`config.mk`:
```
export PLATFORM = sky130hd
export DESIGN_NAME = debounce_bank
export DESIGN_NICKNAME = d
export VERILOG_FILES = /design/src/rtl/debounce_pkg.sv /design/src/rtl/debounce_channel.sv /design/src/rtl/debounce_bank.sv
export SDC_FILE = /design/constraint.sdc
export NUM_CORES = 1
export LEC_CHECK = 0
export CORE_UTILIZATION = 48
export CTS_CLUSTER_DIAMETER = 80
export DETAILED_ROUTE_END_ITERATION = 8
export PLACE_DENSITY = 0.72
export SLEW_MARGIN = 40
export SYNTH_ARGS = -nofsm -noshare
export SYNTH_HDL_FRONTEND = slang
export SYNTH_SLANG_ARGS = --single-unit
export TNS_END_PERCENT = 100
```
`constraint.sdc`:
```
create_clock -name clk -period 19.4 [get_ports clk]
set_input_delay 3.88 -clock clk [delete_from_list [all_inputs] [get_ports clk]]
set_output_delay 3.88 -clock clk [all_outputs]
set_load 0.005 [all_outputs]
```
`src/rtl/debounce_pkg.sv`:
```
// Shared definitions for the front-panel input conditioner: channel modes,
// board/simulation timing defaults and a sizing helper.
package debounce_pkg;

  typedef enum logic [1:0] {
    MODE_LEVEL  = 2'b00,
    MODE_TOGGLE = 2'b01,
    MODE_PRESS  = 2'b10,
    MODE_LONG   = 2'b11
  } mode_e;

  localparam int DB_CYCLES_BOARD   = 50000;
  localparam int LONG_CYCLES_BOARD = 250000000;
  localparam int DB_CYCLES_SIM     = 5;
  localparam int LONG_CYCLES_SIM   = 20;

  function automatic int max_int(input int a, input int b);
    if (a > b) begin
      return a;
    end else begin
      return b;
    end
  endfunction

endpackage

```
`src/rtl/debounce_channel.sv`:
```
// One conditioned input: 2-flop synchroniser, debounce counter, press/toggle
// edge shaping, long-press detector and the per-mode output select.
module debounce_channel
  import debounce_pkg::*;
#(
  parameter int DB_CYCLES   = DB_CYCLES_BOARD,
  parameter int LONG_CYCLES = LONG_CYCLES_BOARD
) (
  input  logic       clk_i,
  input  logic       reset_tmp_i,
  input  logic       raw_i,
  input  logic [1:0] mode_i,
  input  logic       toggle_clr_i,
  output logic       level_o,
  output logic       press_o,
  output logic       long_press_o,
  output logic       toggle_o,
  output logic       out_o
);

  localparam int CNT_W = $clog2(max_int(DB_CYCLES, LONG_CYCLES) + 1);
  localparam logic [CNT_W-1:0] DB_LAST   = CNT_W'(DB_CYCLES - 1);
  localparam logic [CNT_W-1:0] LONG_LAST = CNT_W'(LONG_CYCLES - 1);
  localparam logic [CNT_W-1:0] CNT_ONE   = CNT_W'(1);

  logic [1:0]       sync_q;
  logic [CNT_W-1:0] db_cnt_q, db_cnt_d;
  logic [CNT_W-1:0] hold_cnt_q, hold_cnt_d;
  logic             level_q, level_d;
  logic             press_q, press_d;
  logic             long_q, long_d;
  logic             toggle_q, toggle_d;
  logic             fired_q, fired_d;
  logic             differ_s, flip_s, rise_s;

  always_ff @(posedge clk_i or posedge reset_tmp_i) begin
    if (reset_tmp_i) begin
      sync_q     <= 2'b00;
      db_cnt_q   <= '0;
      hold_cnt_q <= '0;
      level_q    <= 1'b0;
      press_q    <= 1'b0;
      long_q     <= 1'b0;
      toggle_q   <= 1'b0;
      fired_q    <= 1'b0;
    end else begin
      sync_q     <= {sync_q[0], raw_i};
      db_cnt_q   <= db_cnt_d;
      hold_cnt_q <= hold_cnt_d;
      level_q    <= level_d;
      press_q    <= press_d;
      long_q     <= long_d;
      toggle_q   <= toggle_d;
      fired_q    <= fired_d;
    end
  end

  // A bounce back to the current level discards all accumulated stability.
  always_comb begin
    differ_s   = sync_q[1] ^ level_q;
    flip_s     = differ_s && (db_cnt_q == DB_LAST);
    rise_s     = flip_s && !level_q;
    db_cnt_d   = '0;
    hold_cnt_d = '0;
    fired_d    = 1'b0;
    long_d     = 1'b0;
    if (differ_s && !flip_s) begin
      db_cnt_d = db_cnt_q + CNT_ONE;
    end else begin
      db_cnt_d = '0;
    end
    level_d = level_q ^ flip_s;
    press_d = rise_s;
    if (toggle_clr_i) begin
      toggle_d = 1'b0;
    end else begin
      toggle_d = toggle_q ^ rise_s;
    end
    // hold_cnt saturates; fired_q blocks a repeat pulse until the next rise
    if (level_q) begin
      long_d = (hold_cnt_q == LONG_LAST) && !fired_q;
      if (hold_cnt_q == LONG_LAST) begin
        hold_cnt_d = hold_cnt_q;
      end else begin
        hold_cnt_d = hold_cnt_q + CNT_ONE;
      end
      fired_d = fired_q || long_d;
    end else begin
      long_d     = 1'b0;
      hold_cnt_d = '0;
      fired_d    = 1'b0;
    end
  end

  always_comb begin
    case (mode_e'(mode_i))
      MODE_LEVEL:  out_o = level_q;
      MODE_TOGGLE: out_o = toggle_q;
      MODE_PRESS:  out_o = press_q;
      MODE_LONG:   out_o = long_q;
      default:     out_o = level_q;
    endcase
  end

  assign level_o      = level_q;
  assign press_o      = press_q;
  assign long_press_o = long_q;
  assign toggle_o     = toggle_q;

endmodule

```
`src/rtl/debounce_bank.sv`:
```
// N independent debounce channels for the pet front panel buttons and sensors;
// each channel's out bit follows the function chosen by its 2-bit mode field.
module debounce_bank
  import debounce_pkg::*;
#(
  parameter int N_CH        = 6,
  parameter int DB_CYCLES   = DB_CYCLES_BOARD,
  parameter int LONG_CYCLES = LONG_CYCLES_BOARD
) (
  input  logic              clk,
  input  logic              reset_tmp,
  input  logic [N_CH-1:0]   raw_in,
  input  logic [2*N_CH-1:0] mode,
  input  logic [N_CH-1:0]   toggle_clr,
  output logic [N_CH-1:0]   level,
  output logic [N_CH-1:0]   press,
  output logic [N_CH-1:0]   long_press,
  output logic [N_CH-1:0]   toggle,
  output logic [N_CH-1:0]   out
);

  for (genvar g = 0; g < N_CH; g++) begin : g_ch
    debounce_channel #(
      .DB_CYCLES   (DB_CYCLES),
      .LONG_CYCLES (LONG_CYCLES)
    ) u_ch (
      .clk_i        (clk),
      .reset_tmp_i  (reset_tmp),
      .raw_i        (raw_in[g]),
      .mode_i       (mode[2*g+1:2*g]),
      .toggle_clr_i (toggle_clr[g]),
      .level_o      (level[g]),
      .press_o      (press[g]),
      .long_press_o (long_press[g]),
      .toggle_o     (toggle[g]),
      .out_o        (out[g])
    );
  end

endmodule
```
==> results.md, run 1 <==
- Outcome: finished, final reports clean
- Critical path type: primary input to output port
- # Max-Cap Violations: 0
- Syn nets: approximately 2000
- Pin count of the biggest net entering global routing: 125
- Final Hold Viols: 0
- Clock sink count: 378
- # fillers: 3431
- Cts repair resizes: 0
- Layout cell share with drive strength beyond 1: under 10%
- Crit Path Max Fanout: 1
- Reg2reg end: g_ch[1].u_ch.db_cnt_q[21]
- Overflow after GRT: 0
- Yosys warnings: 0
- ANT cells: 0
- Final Cycle Share: 47.4%
- Number of flops mapped to enable cells by yosys: 0
- Crit path cell chain: clkdlybuf4s50_1, mux4_2, clkdlybuf4s50_1
- PortBufs: 55
- DRT Wirelength: 36600 um
- Hold WC Path Type: flop to flop
- Routed wire per std cell: 14.7 um
- Post-layout minimum cycle time: approximately 9000 ps
- Synth Instances: 1924
- Drt drc: 0
- Via Count: 13700
- PD cells: approximately 75 nW/um^2
- Post-synthesis async set-or-reset flop share: 100%
- Top cell by count, worst path: clkdlybuf4s50_1
- Setup slack, reg-to-reg: 17110 ps
- Reg2reg path depth: 4
- Initial core utilization: 49.2%
- HPWL after DPL: 23500 um
- Ports: 56
- Worst vdd ir: 76.1 uV
- Cell area after synthesis: between 15000 and 20000 sq um
- Syn Area/Cell: about 10 sq um
- Synth cell types: 68
- Post-synth top area share: between 40% and 50%
- Core area: 39100 sq um
- Number of CTS-inserted buffers: 42
- Most frequent cell after synthesis: dfrtp_1
- Row count: 72
- Worst slew pin tran: 815 ps
- Worst hold path startpoint: g_ch[2].u_ch.sync_q[0]
- LEAKAGE: 9.03 nW
- Synth Flop Type: dfrtp_1
- WP data required: 15520 ps
- First DRT Iteration DRCs: 790
- Hold Path Depth: 0
- Fin Hold WS: around 350 ps
- Worst reg2reg startpoint: g_ch[1].u_ch.db_cnt_q[7]
- Setup TNS Final: 0 ps
- P&R area growth vs syn: 11.4%
- Max Root-Sink Buffers: 3
- First-pass GRT wire length: 64200 um
- Root buffer cell: clkbuf_16
- Synth Register Bits: 378
- Worst-skew pair later-pin latency: 560 ps
- Vias in the first global route: 13600
- Final worst clock skew: 18.4 ps
- Drt first pass iters: 4
- Slew Limit Headroom: 45.5%
- Peak Freq: 109 MHz
- Final setup vio count: 0
- Nets: roughly 2000
- Slew Limit Fails: 0
- Post-DRT Antenna Nets: 0
- Post-CTS setup buffers: 0
- Commonest cells post-synth: 378 x dfrtp_1, 240 x nor2_1, 147 x xor2_1, 140 x nand3_1, 132 x xnor2_1
- GP Congestion: 0.821
- Die W: a little over 200 um
- Final Util: 54.8%
- Sequential fraction of the synthesis area: 49.1%
- Hold buffer count at CTS: 0
- Area leader, netlist: dfrtp_1
- # H-tree levels: 2
- CTS tree: yes
- Initial antenna violation count: 0
- Routed vias/inst: around 5.5
- Worst-path clk slew: 50 ps
- CP max stage delay: approximately 500 ps
- WHS Endpoint: g_ch[2].u_ch.sync_q[1]
- Critical Path Sink Type: output port
- Largest cells by area after synthesis: dfrtp_1 49%, xor2_1 6.7%, xnor2_1 6.0%
- Critical path startpoint category: primary input
- Die Y: 202 um
- RSZ-0062 raised after global routing: false
- CP Data Arrival Time: 5320 ps
- Gr usage total: between 15 and 20%
- Die area: 40900 sq um
- Highest-delay cell along the critical path: clkdlybuf4s50_1
[where the power goes]
| part | switching, mW | internal [mW] | leakage [nW] |
|---|---|---|---|
| clock network | 0.322 | 0.454 | 0.641 |
| logic | 0.0246 | 0.00993 | 3.16 |
| registers | 0.00406 | 0.793 | 5.24 |
[sequential cells by signal (all words and copies together) (netlist names), named ones only]
register	cells
g_ch.u_ch.sync_q	12
g_ch.u_ch.hold_cnt_q	168
g_ch.u_ch.fired_q	6
g_ch.u_ch.press_o	6
g_ch.u_ch.long_press_o	6
g_ch.u_ch.db_cnt_q	168
g_ch.u_ch.toggle_o	6
[logic make-up (layout without fill, tap and decap cells)]
kind of cell / count (synthesis) / in the layout / share of synthesized area, %
xor+xnor: 279 / 279 / 12.7
buf+inv: 117 / 165 / 3.13
mux: 28 / 28 / 1.88
compound gates: 89 / 89 / 2.85
simple gates: 1021 / 1021 / 29.5
fa+ha+maj: 12 / 12 / 0.780
flops: 378 / 378 / 49.1
[per-stage QoR]
stage	worst slack [ps]	cells	total power [mW]	cell area (sq um)
floorplan	5020	1924	0.833	19200
global placement	10200	2416	0.845	20000
detailed placement	10190	2417	0.847	20100
CTS	10180	2490	1.63	21400
global route	10140	2490	1.67	21400
finish	10200	2490	1.61	21400
[per-layer routing]
metal / vias up / wire (um) / global-route usage (%)
met2: 150 / 17600 / 30.5
li1: 6728 / - / -
met3: 60 / 1150 / 3.32
met1: 6752 / 17000 / 24.6
met4: 0 / 782 / 5.50
met5: - / 0 / 0
[worst max-delay path, delay by kind of cell]
family	cells	cell delay (ps)
buf+inv	2	950
mux	1	490
[area by class of cell]
class	instances	area [sq um]	share of cell area, %
Sequential cell	378	9460	44.1
Multi-Input combinational cell	1429	9230	43.0
Clock buffer	61	1230	5.75
Tap cell	518	648	3.02
Timing Repair Buffer	61	632	2.95
Inverter	31	129	0.601
Clock inverter	12	108	0.502
[cell usage in the layout, fill, tap and decap left out, types with 15 or more instances in the layout]
| master | n |
|---|---|
| a21oi_1 | 19 |
| nor2b_1 | 16 |
| nand2b_1 | 15 |
| nor3_1 | 41 |
| and3_1 | 62 |
| nand4_1 | 101 |
| clkbuf_16 | 43 |
| and4_1 | 28 |
| and2_1 | 102 |
| nand2_1 | 121 |
| nor2_1 | 240 |
| nand3_1 | 140 |
| mux2i_1 | 16 |
| nor4_1 | 42 |
| xor2_1 | 147 |
| or3_1 | 21 |
| dfrtp_1 | 375 |
| clkdlybuf4s50_1 | 55 |
| o21ai_0 | 27 |
| xnor2_1 | 132 |
| inv_1 | 29 |
[worst max-delay path by stage]
stage / startpoint / to / slack [ps] / depth (start not counted)
after floorplan: reset_tmp / asynchronous set/reset pin / 5020 / 1
after global placement: mode[3] / out[1] / 10200 / 3
after detailed placement: mode[5] / out[2] / 10190 / 3
after CTS: mode[5] / out[2] / 10180 / 3
after global routing: mode[1] / out[0] / 10140 / 3
final: mode[5] / out[2] / 10200 / 3
Power figures use the tool's default switching activity.
==> inputs of run 2 (changes only) <==
- PLACE_DENSITY: 0.72 -> 0.74
- clock period: 19.4 -> 7.6 ns (I/O delays scaled with it)
==> results.md, run 2 (same netlist as run 1, synthesis figures left out) <==
- Vias in the first global route: 13700 (was 13600)
- Clock sink count: 378 (unchanged)
- # Max-Cap Violations: 0 (unchanged)
- Placed cell count: 2422 (was 2417)
- Row count: 72 (unchanged)
- Setup TNS Final: 0 ps (unchanged)
- Most frequent cells in the layout: 376 x dfrtp_1, 240 x nor2_1, 147 x xor2_1 (was 375 x dfrtp_1, 240 x nor2_1, 147 x xor2_1)
- Crit Path Max Fanout: 1 (unchanged)
- Core area: 39100 sq um (unchanged)
- Critical path startpoint category: primary input (unchanged)
- Max Root-Sink Buffers: 3 (unchanged)
- Final Cycle Share: 59.1%
- ANT cells: 0 (unchanged)
- Fin Hold WS: 346 ps (about the same)
- # H-tree levels: 2 (unchanged)
- Overflow after GRT: 0 (unchanged)
- Drt first pass iters: 5 (was 4)
- CP Data Arrival Time: 2980 ps (was 5320 ps)
- Post-layout minimum cycle time: about 4500 ps
- Commonest non-fill, non-tap cell in the layout: dfrtp_1 (unchanged)
- Ports: 56 (unchanged)
- Post-DRT Antenna Nets: 0 (unchanged)
- Top cell by count, worst path: clkdlybuf4s50_1 (unchanged)
- RSZ-0062 raised after global routing: false (unchanged)
- Number of CTS-inserted buffers: 42 (unchanged)
- Worst vdd ir: 152 uV (was 76.1 uV)
- Critical path type: primary input to output port (unchanged)
- First-pass GRT wire length: 64100 um (was 64200 um)
- Die Y: 202 um (unchanged)
- GP Congestion: 0.799 (was 0.821)
- Die W: 202 um (unchanged)
- CP max stage delay: 490 ps (was 500 ps)
- First DRT Iteration DRCs: 797 (was 790)
- PortBufs: 55 (unchanged)
- PD cells: 197 nW/um^2 (was 75.0 nW/um^2)
- Nets: 1986 (was 1981)
- Routed wire per std cell: 14.4 um (was 14.7 um)
- Final worst clock skew: 30.9 ps (was 18.4 ps)
- Final cell count without fillers: 2495 (was 2490)
- Top flop regs: g_ch.u_ch.db_cnt_q (168), g_ch.u_ch.hold_cnt_q (168), g_ch.u_ch.sync_q (12) (unchanged)
- Pin count of the biggest net entering global routing: 100 (was 125)
- Initial core utilization: 49.2% (unchanged)
- Routed vias/inst: 5.51 (was 5.50)
- Clock power frac: 50.3% (was 48.3%)
- Worst-path clk slew: 60 ps (was 50 ps)
- WP data required: 6080 ps (was 15520 ps)
- Switch share: 21.4% (was 21.8%)
- Critical Path Sink Type: output port (unchanged)
- Final Hold Viols: 0 (unchanged)
- Gr usage total: 18.3% (was 18.4%)
- Post-CTS setup buffers: 0 (unchanged)
- Slew Limit Headroom: 48.6% (was 45.5%)
- Initial antenna violation count: 0 (unchanged)
- Highest-delay cell along the critical path: clkdlybuf4s50_1 (unchanged)
- Crit path cell chain: clkdlybuf4s50_1, mux4_2, clkdlybuf4s50_1 (unchanged)
- Total power draw: 4.27 mW (was 1.61 mW)
- Worst-skew pair later-pin latency: 580 ps (was 560 ps)
- Final setup vio count: 0 (unchanged)
- Die area: 40900 sq um (unchanged)
- Cts repair resizes: 0 (unchanged)
- Cell internal pwr: 3.36 mW (was 1.26 mW)
- Via Count: 13700 (about the same)
- P&R area growth vs syn: 12.4% (was 11.4%)
- Root buffer cell: clkbuf_16 (unchanged)
- Hold buffer count at CTS: 0 (unchanged)
- Worst slew pin tran: 765 ps (was 815 ps)
- Layout cell share with drive strength beyond 1: 7.44% (was 6.80%)
- CTS tree: yes (unchanged)
- Sequential Power Share: 47.6% (was 49.6%)
- Logic gate share of total power: 2.1% (about the same)
- Slew Limit Fails: 0 (unchanged)
- Drt drc: 0 (unchanged)
- HPWL after DPL: 23200 um (was 23500 um)
- Outcome: finished, final reports clean (unchanged)
- Hold WC Path Type: flop to flop (unchanged)
- Peak Freq: 222 MHz
- DRT Wirelength: 36000 um (was 36600 um)
- LEAKAGE: 9.15 nW (was 9.03 nW)
- NetSw: 0.913 mW (was 0.350 mW)
==> run 2: layout make-up <==
class	instances	area [sq um]
well taps	518	648
inverters	31	120
multi-input cells	1429	9230
repair buffers	66	713
fillers	3347	17500
clock inverters	22	294
clock buffers	51	1180
flip-flops and latches	378	9460
==> run 2: through the flow <==
stage                     setup WS (ps)  cell area (sq um)  utilization (%)
after floorplan                    1000              19300                -
after global placement             3100              20000             51.3
after detailed placement           3100              20100             51.5
after CTS                          3100              21600             55.3
after global routing               3070              21600             55.4
final                              3100              21600             55.4
==> run 2: layer usage <==
layer | global-route usage [%] | vias to the layer above | wire [um]
met5 | 0 | - | 0
met4 | 6.31 | 0 | 776
met3 | 2.79 | 54 | 1180
met2 | 30.2 | 201 | 17200
met1 | 24.5 | 6743 | 16800
li1 | - | 6741 | -
==> run 2: worst paths after layout <==
kind,from,to,slack [ps],cells after the start
max,mode[5],out[2],3100,3
min,g_ch[5].u_ch.sync_q[0],g_ch[5].u_ch.sync_q[1],350,0
min reg2reg,g_ch[5].u_ch.sync_q[0],g_ch[5].u_ch.sync_q[1],350,0
max in group asynchronous,reset_tmp,asynchronous set/reset pin,5030,5
max reg2reg,g_ch[1].u_ch.db_cnt_q[7],g_ch[1].u_ch.db_cnt_q[17],5240,4
min in group asynchronous,reset_tmp,g_ch[0].u_ch.hold_cnt_q[2],1220,2
==> run 2: power by group through the flow <==
| stage | Clock (mW) | Sequential (mW) | Combinational (mW) |
|---|---|---|---|
| after global routing | 2.30 | 2.03 | 0.107 |
| final | 2.15 | 2.03 | 0.0913 |
| after global placement | 0 | 2.07 | 0.0872 |
| after floorplan | 0 | 2.07 | 0.0582 |
| after CTS | 2.21 | 2.03 | 0.0962 |
| after detailed placement | 0 | 2.07 | 0.0955 |
==> run 2: critical path: cells and delay by family <==
family	cells	cell delay, ps
multiplexers	1	490
buffers and inverters	2	970
